## src/rtl/d2b_pkg.sv

```systemverilog
// Shared types and widths for the decimal-to-binary game round sequencer.
package d2b_pkg;

    typedef enum logic [2:0] {
        IDLE   = 3'd0,
        LOAD   = 3'd1,
        PLAY   = 3'd2,
        RESULT = 3'd3,
        OVER   = 3'd4
    } state_t;

    localparam int NUM_W   = 10;
    localparam int LVL_W   = 4;
    localparam int SCORE_W = 10;
    localparam int LIVES_W = 3;
    localparam int STRK_W  = 8;
    localparam int TIME_W  = 8;

    // Low `lvl` bits set: keeps the target inside the range of the current level.
    function automatic logic [NUM_W-1:0] lvl_mask(input logic [LVL_W-1:0] lvl);
        logic [NUM_W-1:0] m;
        m = '0;
        for (int i = 0; i < NUM_W; i++) begin
            m[i] = (i < int'(lvl));
        end
        return m;
    endfunction

endpackage

```

## src/rtl/d2b_tick_gen.sv

```systemverilog
// Round timer prescaler: one-cycle tick every TICK_DIV enabled cycles.
module d2b_tick_gen
    import d2b_pkg::*;
#(
    parameter int TICK_DIV = 100000
) (
    input  logic clk,
    input  logic rst_n,
    input  logic clr,
    input  logic en,
    output logic tick
);

    localparam int CW = (TICK_DIV > 2) ? $clog2(TICK_DIV) : 1;

    logic [CW-1:0] cnt;
    logic          wrap;

    assign wrap = (cnt == CW'(TICK_DIV - 1));
    assign tick = en && !clr && wrap;

    always_ff @(posedge clk or negedge rst_n) begin
        if (!rst_n) begin
            cnt <= '0;
        end else if (clr) begin
            cnt <= '0;
        end else if (en) begin
            cnt <= wrap ? '0 : cnt + CW'(1);
        end
    end

endmodule

```

## src/rtl/d2b_game_ctrl.sv

```systemverilog
// Round sequencer for the decimal-to-binary game: target latch, round timer,
// answer check and score/streak/lives bookkeeping.
//
//   state  | meaning
//   IDLE   | waiting for start after reset
//   LOAD   | latch masked target, reload round timer (1 cycle)
//   PLAY   | round running, waiting for submit or timeout
//   RESULT | verdict shown on ok/bad for RESULT_CYCLES cycles
//   OVER   | no lives left, waiting for start
module d2b_game_ctrl
    import d2b_pkg::*;
#(
    parameter int TICK_DIV      = 100000,
    parameter int ROUND_TICKS   = 50,
    parameter int RESULT_CYCLES = 50000000,
    parameter int MAX_LEVEL     = 10,
    parameter int STREAK_UP     = 3,
    parameter int LIVES_INIT    = 3
) (
    input  logic        clk,
    input  logic        rst_n,
    input  logic        start,
    input  logic        submit,
    input  logic [9:0]  sw,
    input  logic [9:0]  rng_num,
    output logic [3:0]  level,
    output logic [9:0]  target,
    output logic [7:0]  time_left,
    output logic [9:0]  score,
    output logic [2:0]  lives,
    output logic [2:0]  state,
    output logic        ok,
    output logic        bad
);

    localparam int RW = (RESULT_CYCLES > 1) ? $clog2(RESULT_CYCLES) : 1;

    state_t              st, st_n;
    logic [LVL_W-1:0]    level_n;
    logic [NUM_W-1:0]    target_n;
    logic [TIME_W-1:0]   time_left_n;
    logic [SCORE_W-1:0]  score_n;
    logic [LIVES_W-1:0]  lives_n;
    logic [STRK_W-1:0]   streak, streak_n, streak_inc;
    logic                ok_n, bad_n;
    logic [RW-1:0]       res_cnt, res_cnt_n;
    logic                tick, win, lose, timeout;

    assign state = st;

    d2b_tick_gen #(.TICK_DIV(TICK_DIV)) u_tick (
        .clk   (clk),
        .rst_n (rst_n),
        .clr   (st == LOAD),
        .en    (st == PLAY),
        .tick  (tick)
    );

    // The final tick ends the round in the same cycle it empties the timer.
    assign timeout    = (time_left == '0) || (tick && time_left == TIME_W'(1));
    assign streak_inc = streak + STRK_W'(1);

    always_comb begin
        st_n        = st;
        level_n     = level;
        target_n    = target;
        time_left_n = time_left;
        score_n     = score;
        lives_n     = lives;
        streak_n    = streak;
        ok_n        = ok;
        bad_n       = bad;
        res_cnt_n   = res_cnt;
        win         = 1'b0;
        lose        = 1'b0;

        case (st)
            IDLE, OVER: begin
                if (start) begin
                    score_n  = '0;
                    streak_n = '0;
                    lives_n  = LIVES_W'(LIVES_INIT);
                    level_n  = LVL_W'(1);
                    ok_n     = 1'b0;
                    bad_n    = 1'b0;
                    st_n     = LOAD;
                end
            end
            LOAD: begin
                target_n    = rng_num & lvl_mask(level);
                time_left_n = TIME_W'(ROUND_TICKS);
                st_n        = PLAY;
            end
            PLAY: begin
                if (tick && time_left != '0) begin
                    time_left_n = time_left - TIME_W'(1);
                end
                if (submit) begin
                    win  = (sw == target);
                    lose = (sw != target);
                end else if (timeout) begin
                    lose = 1'b1;
                end
            end
            RESULT: begin
                if (res_cnt == '0) begin
                    ok_n  = 1'b0;
                    bad_n = 1'b0;
                    st_n  = (lives == '0) ? OVER : LOAD;
                end else begin
                    res_cnt_n = res_cnt - RW'(1);
                end
            end
            default: st_n = IDLE;
        endcase

        if (win || lose) begin
            st_n      = RESULT;
            res_cnt_n = RW'(RESULT_CYCLES - 1);
            ok_n      = win;
            bad_n     = lose;
        end

        if (win) begin
            if (score != '1) begin
                score_n = score + SCORE_W'(1);
            end
            if (int'(streak_inc) >= STREAK_UP) begin
                if (level < LVL_W'(MAX_LEVEL)) begin
                    level_n  = level + LVL_W'(1);
                    streak_n = '0;
                end else begin
                    streak_n = STRK_W'(STREAK_UP);
                end
            end else begin
                streak_n = streak_inc;
            end
        end

        if (lose) begin
            streak_n = '0;
            if (lives != '0) begin
                lives_n = lives - LIVES_W'(1);
            end
        end
    end

    always_ff @(posedge clk or negedge rst_n) begin
        if (!rst_n) begin
            st        <= IDLE;
            level     <= LVL_W'(1);
            target    <= '0;
            time_left <= '0;
            score     <= '0;
            lives     <= LIVES_W'(LIVES_INIT);
            streak    <= '0;
            ok        <= 1'b0;
            bad       <= 1'b0;
            res_cnt   <= '0;
        end else begin
            st        <= st_n;
            level     <= level_n;
            target    <= target_n;
            time_left <= time_left_n;
            score     <= score_n;
            lives     <= lives_n;
            streak    <= streak_n;
            ok        <= ok_n;
            bad       <= bad_n;
            res_cnt   <= res_cnt_n;
        end
    end

endmodule

```

## config.mk

```make
export PLATFORM = sky130hd
export DESIGN_NAME = d2b_game_ctrl
export DESIGN_NICKNAME = d
export VERILOG_FILES = /design/src/rtl/d2b_pkg.sv /design/src/rtl/d2b_tick_gen.sv /design/src/rtl/d2b_game_ctrl.sv
export SDC_FILE = /design/constraint.sdc
export NUM_CORES = 1
export LEC_CHECK = 0
export ABC_CLOCK_PERIOD_IN_PS = 2710
export CELL_PAD_IN_SITES_DETAIL_PLACEMENT = 0
export CELL_PAD_IN_SITES_GLOBAL_PLACEMENT = 2
export CORE_MARGIN = 10
export CORE_UTILIZATION = 25
export CTS_CLUSTER_DIAMETER = 30
export DETAILED_ROUTE_END_ITERATION = 12
export PLACE_DENSITY = 0.58
export SYNTH_ARGS = -nofsm -noshare
export SYNTH_HDL_FRONTEND = slang
export SYNTH_SLANG_ARGS = --single-unit
```

## constraint.sdc

```tcl
create_clock -name clk -period 2.71 [get_ports clk]
set_input_delay 0.271 -clock clk [delete_from_list [all_inputs] [get_ports clk]]
set_output_delay 0.271 -clock clk [all_outputs]
set_load 0.03 [all_outputs]
```

==> out/results.tsv <==
metric	value	unit
rows	51	
power.total	0.00425	W
final_cell_mix	dfrtp_1, nand2_1, clkdlybuf4s50_1, nor2_1, o21ai_0	
numCtsBuffers	9	
hp-class	input port to asynchronous set/reset pin	
synthFlopType	dfrtp_1	
path_max_fanout	6	
avgSynthCellArea	9.42	um^2
outcome	complete, no violations	
dpl_worst_slack	0.178	ns
place_area	0.00597	mm^2
grt_max_degree	43	
gp_congestion	0.736	
drt-total-wl	13900	um
worst_setup_path_start_kind	flip-flop	
layout_setup_ws	0.184	ns
dieArea	0.0256	mm^2
setup_viol	0	
synth-edff-count	0	
synth_fa_ha_area_share	3.07	%
yosys_warnings	0	
pwr-share-clk	31.1	%
grt_pass1_wl	22900	um
p_per_area	677	mW/mm^2
area.growth.synth_to_final	28.5	%
clock_sinks	91	
synth_top_area_share	45.0	%
fin_crit	2.53	ns
vdd_drop_max	0.000412	V
track_usage	11.0	%
crit_arrival	2.81	ns
max_freq	396	MHz
hpwl	9990	um
synthMuxAreaShare	3.10	%
routedWlPerCell	16.0	um
p_sw_share	35.5	%
syn_area	0.00489	mm^2
timing.final.crit_share	93.2	%
crit_required	3.00	ns
final_common_cell	dfrtp_1	
grt_overflow_total	0	
fin_util	32.5	%
core	0.0193	mm^2
p_seq_share	37.0	%
antenna_cells	0	
cts.path.max_buffers	2	
endpoint_kind	flip-flop	
comb_power_share	31.8	%
synth_area_leaders	dfrtp_1, nand2_1, xor2_1	
dr.pass1.iters	4	
die_h	160	um
synth.yosys.seq_area_share	46.6	%
drive_gt1_share	9.11	%
rsz0062_at_grt	false	
post_cts_buffers	0	
p_int	0.00274	W
root_buffer	clkbuf_16	
fin_worst_skew	0.00745	ns
cts_tree	done	
synthCells	519	
numPortBuffers	63	
clk_pin_slew	0.07	ns
clk_latency	0.35	ns
ant_nets	0	
synth-compound-area-share	13.4	%
switchingPower	0.00151	W
fin_tns_setup	0	ns
max_slew_margin	54.1	%
grt_pass1_vias	4128	
async_flop_share	100	%
synth.distinct_cells	59	
cts-htree-levels	3	
stdcell_area	0.00628	mm^2
drc	0	
worstMarginPinSlew	0.687	ns
via_per_inst	4.71	
hold_viol_final	0	
die_w	160	um
drv_slew	0	
synth_top_area_cell	dfrtp_1	
drt_iter0_markers	126	
synthSimpleGateAreaFrac	25.2	%
boundaryPins	64	
via_count	4091	
start_util	25.3	%
synth-seq-cells	91	
syn_nets	555	
nNetsFinal	635	
p_leak	2.62	nW
fill_cells	2036	
synth-xor-area-share	5.91	%
antenna_found_initial	0	
worst-setup-path-type	flip-flop to flip-flop	
synth_top_family_by_area	simple AND/OR/NAND/NOR gates	
cap_violations	0	
per-stage QoR:
step | hold slack [ns] | cells
2_1_floorplan | -0.0246 | 519
4_1_cts | 0.451 | 869
5_1_grt | 0.467 | 869
3_5_place_dp | 0.284 | 852
3_3_place_gp | 0.285 | 852
6_report | 0.432 | 869
area by class of cell:
type / count / area [um^2] / area share, %
Multi-Input combinational cell: 394 / 2480 / 39.6
Sequential cell: 91 / 2280 / 36.3
Timing Repair Buffer: 86 / 816 / 13.0
Tap cell: 265 / 332 / 5.28
Clock buffer: 12 / 256 / 4.08
Inverter: 17 / 63.8 / 1.02
Clock inverter: 4 / 48.8 / 0.777
critical path, stage by stage, from the launching register on:
cell     delay (ns)
dfrtp_1        0.40
or4_1          0.65
or3_4          0.45
nor2_1         0.26
nand3_1        0.18
or4_1          0.42
nand3_1        0.09
cell usage after synthesis, types with 2 or more instances:
cell / count
nand3b_1: 4
xnor2_1: 7
dfrtp_1: 88
nand4b_1: 2
nand2b_1: 8
o311ai_0: 4
ha_1: 12
xor2_1: 26
and2_1: 4
o211ai_1: 2
o21ai_0: 33
nand3_1: 27
a31oi_1: 7
or4_1: 8
nand4_1: 6
and3_1: 20
or3b_2: 2
a22o_1: 3
a21oi_1: 14
nand2_1: 65
dfstp_2: 3
a21o_1: 3
inv_1: 17
nor2_1: 47
mux2i_1: 14
nor2b_1: 6
or3_1: 2
o31ai_1: 11
a311oi_1: 2
nor3b_1: 3
nor3_1: 15
nor4_1: 9
o41ai_1: 3
clkbuf_1: 16
o22ai_1: 2
sequential cells by signal, indices dropped and copies added, names as in the netlist:
| register | count |
|---|---|
| bad | 1 |
| level | 4 |
| lives | 3 |
| ok | 1 |
| res_cnt | 26 |
| score | 10 |
| state | 3 |
| streak | 8 |
| target | 10 |
| time_left | 8 |
| u_tick.cnt | 17 |
path summary, 6_finish.rpt:
kind	from	to	slack, ns	cells after the start
worst max register to register	res_cnt[4]	res_cnt[19]	0.18	6
worst max-delay path	res_cnt[4]	res_cnt[19]	0.18	6
max in group asynchronous	rst_n	lives[1]	1.60	3
worst min-delay path	rst_n	res_cnt[9]	0.43	2
worst min register to register	u_tick.cnt[3]	u_tick.cnt[3]	0.49	1
min in group clk	rng_num[5]	target[5]	0.47	3
layer usage:
metal / vias up / share of wire (%) / global-route usage (%) / routed length, um
li1: 2020 / - / - / -
met3: 12 / 3.7 / 2.98 / 519
met2: 49 / 46 / 17.3 / 6400
met4: 0 / 1.3 / 3.26 / 180
met5: - / 0 / 0 / 0
met1: 2010 / 49 / 14.4 / 6820
repair_timing:
item / 4_1_cts / 5_1_grt
hold buffers: 1 / 0
gates resized for setup: 0 / 0
hold endpoints to repair: 32 / 0
setup endpoints to repair: 0 / 2
power groups by stage:
stage / Combinational [W] / Clock (W) / Sequential (W)
final: 0.00135 / 0.00132 / 0.00158
after global routing: 0.00150 / 0.00143 / 0.00160
after CTS: 0.00139 / 0.00138 / 0.00158
after detailed placement: 0.00139 / 0 / 0.00161
after global placement: 0.00138 / 0 / 0.00161
after floorplan: 0.000649 / 0 / 0.00173
cells by family after synthesis:
family | count (synthesis)
AND/OR/NAND/NOR | 238
AO/OA/AOI/OAI | 96
flip-flops | 91
buffers and inverters | 34
XOR/XNOR | 33
multiplexers | 15
adder cells (fa/ha/maj) | 12
Note: power is estimated with default switching activity, not from simulation.
==> RTL edit, RTL diff (same settings) <==
Put one more register stage on the output `target`, cleared by the reset. The value now appears one clock later. The other outputs are not delayed to match. Comments in the files are not updated.
--- a/src/rtl/d2b_game_ctrl.sv
+++ b/src/rtl/d2b_game_ctrl.sv
@@ -35,6 +35,8 @@
 
     localparam int RW = (RESULT_CYCLES > 1) ? $clog2(RESULT_CYCLES) : 1;
 
+    logic [9:0] target_s0;
+
     state_t              st, st_n;
     logic [LVL_W-1:0]    level_n;
     logic [NUM_W-1:0]    target_n;
@@ -63,7 +65,7 @@
     always_comb begin
         st_n        = st;
         level_n     = level;
-        target_n    = target;
+        target_n    = target_s0;
         time_left_n = time_left;
         score_n     = score;
         lives_n     = lives;
@@ -96,8 +98,8 @@
                     time_left_n = time_left - TIME_W'(1);
                 end
                 if (submit) begin
-                    win  = (sw == target);
-                    lose = (sw != target);
+                    win  = (sw == target_s0);
+                    lose = (sw != target_s0);
                 end else if (timeout) begin
                     lose = 1'b1;
                 end
@@ -149,7 +151,7 @@
         if (!rst_n) begin
             st        <= IDLE;
             level     <= LVL_W'(1);
-            target    <= '0;
+            target_s0 <= '0;
             time_left <= '0;
             score     <= '0;
             lives     <= LIVES_W'(LIVES_INIT);
@@ -160,7 +162,7 @@
         end else begin
             st        <= st_n;
             level     <= level_n;
-            target    <= target_n;
+            target_s0 <= target_n;
             time_left <= time_left_n;
             score     <= score_n;
             lives     <= lives_n;
@@ -171,5 +173,13 @@
         end
     end
 
+    always_ff @(posedge clk or negedge rst_n) begin
+        if (!rst_n) begin
+            target <= '0;
+        end else begin
+            target <= target_s0;
+        end
+    end
+
 endmodule
 
Formal check against the unedited RTL: not equivalent (Yosys sat finds a counterexample within 4 cycles, from zero or initial values and one cycle with rst_n low).
==> RTL edit against the unedited design <==
Via count rose by 6.1%. Worst setup slack improved by 0.12 ns. Wire length rose by 5.2%. Cell area rose by 4.6%. Area after synthesis rose by 7.1%. Final cell count rose by 2.1%. Synthesized cell count rose by 4.0%. Sequential cell count rose by 10. Critical endpoint is now res_cnt[6].
Power is not compared: it rests on default switching activity, and its combinational part moved more than twofold at a synthesized area within 25%.
==> RTL edit: results (changes against the unedited design) <==
[place]
dp_cells = 870  ; +2.1%
dp_slack_ns = 0.181  ; +0.00355 ns
post-dp-hpwl_mm = 10.4  ; +4.4%
place_area_um2 = 6260  ; +4.8%

[worst_setup_path]
critical_path.max_stage_delay_ns = 0.55  ; -0.10 ns
cp.arrival_ns = 2.62  ; -0.19 ns
r2r_setup_slack_ns = 0.31  ; +0.12 ns
r2r_start = res_cnt[0]
crit_fanout = 16  ; +10
worst-r2r-cell-count = 8  ; +2

[finish]
fillers = 2152  ; +5.7%
nets = 648  ; +2.0%
area_growth_pct = 25.5
drive_gt1_frac = 0.0778  ; -0.0133
fin_cells = 887  ; +2.1%

[drt]
wl_per_cell_um = 16.5  ; +3.1%
met2_length_mm = 7.20  ; +13%
drt_iter0_drc = 211  ; +67%
wl_met1_mm = 6.71  ; -1.7%
wl_met3_um = 543  ; +4.6%

[sta]
holdWs_ns = 0.366  ; -0.0664 ns
clock_skew_ns = 0.00820  ; +0.000751 ns

[cts]
cts_buffer_depth = 2  ; unchanged

[global_route]
use_met1 = 0.139  ; -0.00505
grt_max_degree = 54  ; +26%
use_met3 = 0.0261  ; -0.00368
grt_pass1_wl_mm = 23.8  ; +4.3%
grt_usage = 0.110  ; +0.000236
grt_pass1_vias = 4461  ; +8.1%

[logic_synthesis]
syn_avg_cell_area_um2 = 9.70  ; +2.9%
yosysUniqueCellTypes = 63  ; +6.8%
synthTopCellsByCount = dfrtp_1 (98), nand2_1 (44), nor2_1 (33)
synth-seq-area-share = 0.483  ; +0.0169
synthTopCellsByArea = dfrtp_1 (47%), nand2_1 (3.2%), ha_1 (2.9%)

[outcome]
outcome = finished, final reports clean

-- RTL edit: cells by family after synthesis --
kind of cell,share of synthesized area
compound gates,0.139
simple gates,0.244
flops,0.483
buf+inv,0.0394
xor+xnor,0.0385
mux,0.0277
fa+ha+maj,0.0287
-- RTL edit: area by class of cell --
| cell class | instances | share of cell area |
|---|---|---|
| multi-input combinational | 391 | 0.380 |
| tap | 270 | 0.0514 |
| clock buffer | 11 | 0.0354 |
| sequential | 101 | 0.385 |
| timing repair buffer | 85 | 0.123 |
| clock inverter | 5 | 0.0114 |
| inverter | 24 | 0.0137 |
-- RTL edit: where the power goes --
| group | leakage [nW] | total, mW | internal [mW] | switching, mW |
|---|---|---|---|---|
| Sequential | 1.27 | 1.69 | 1.60 | 0.0883 |
| Combinational | 1.30 | 0.403 | 0.193 | 0.211 |
| Clock | 0.153 | 1.40 | 0.807 | 0.590 |
| Total | 2.72 | 3.49 | 2.60 | 0.889 |
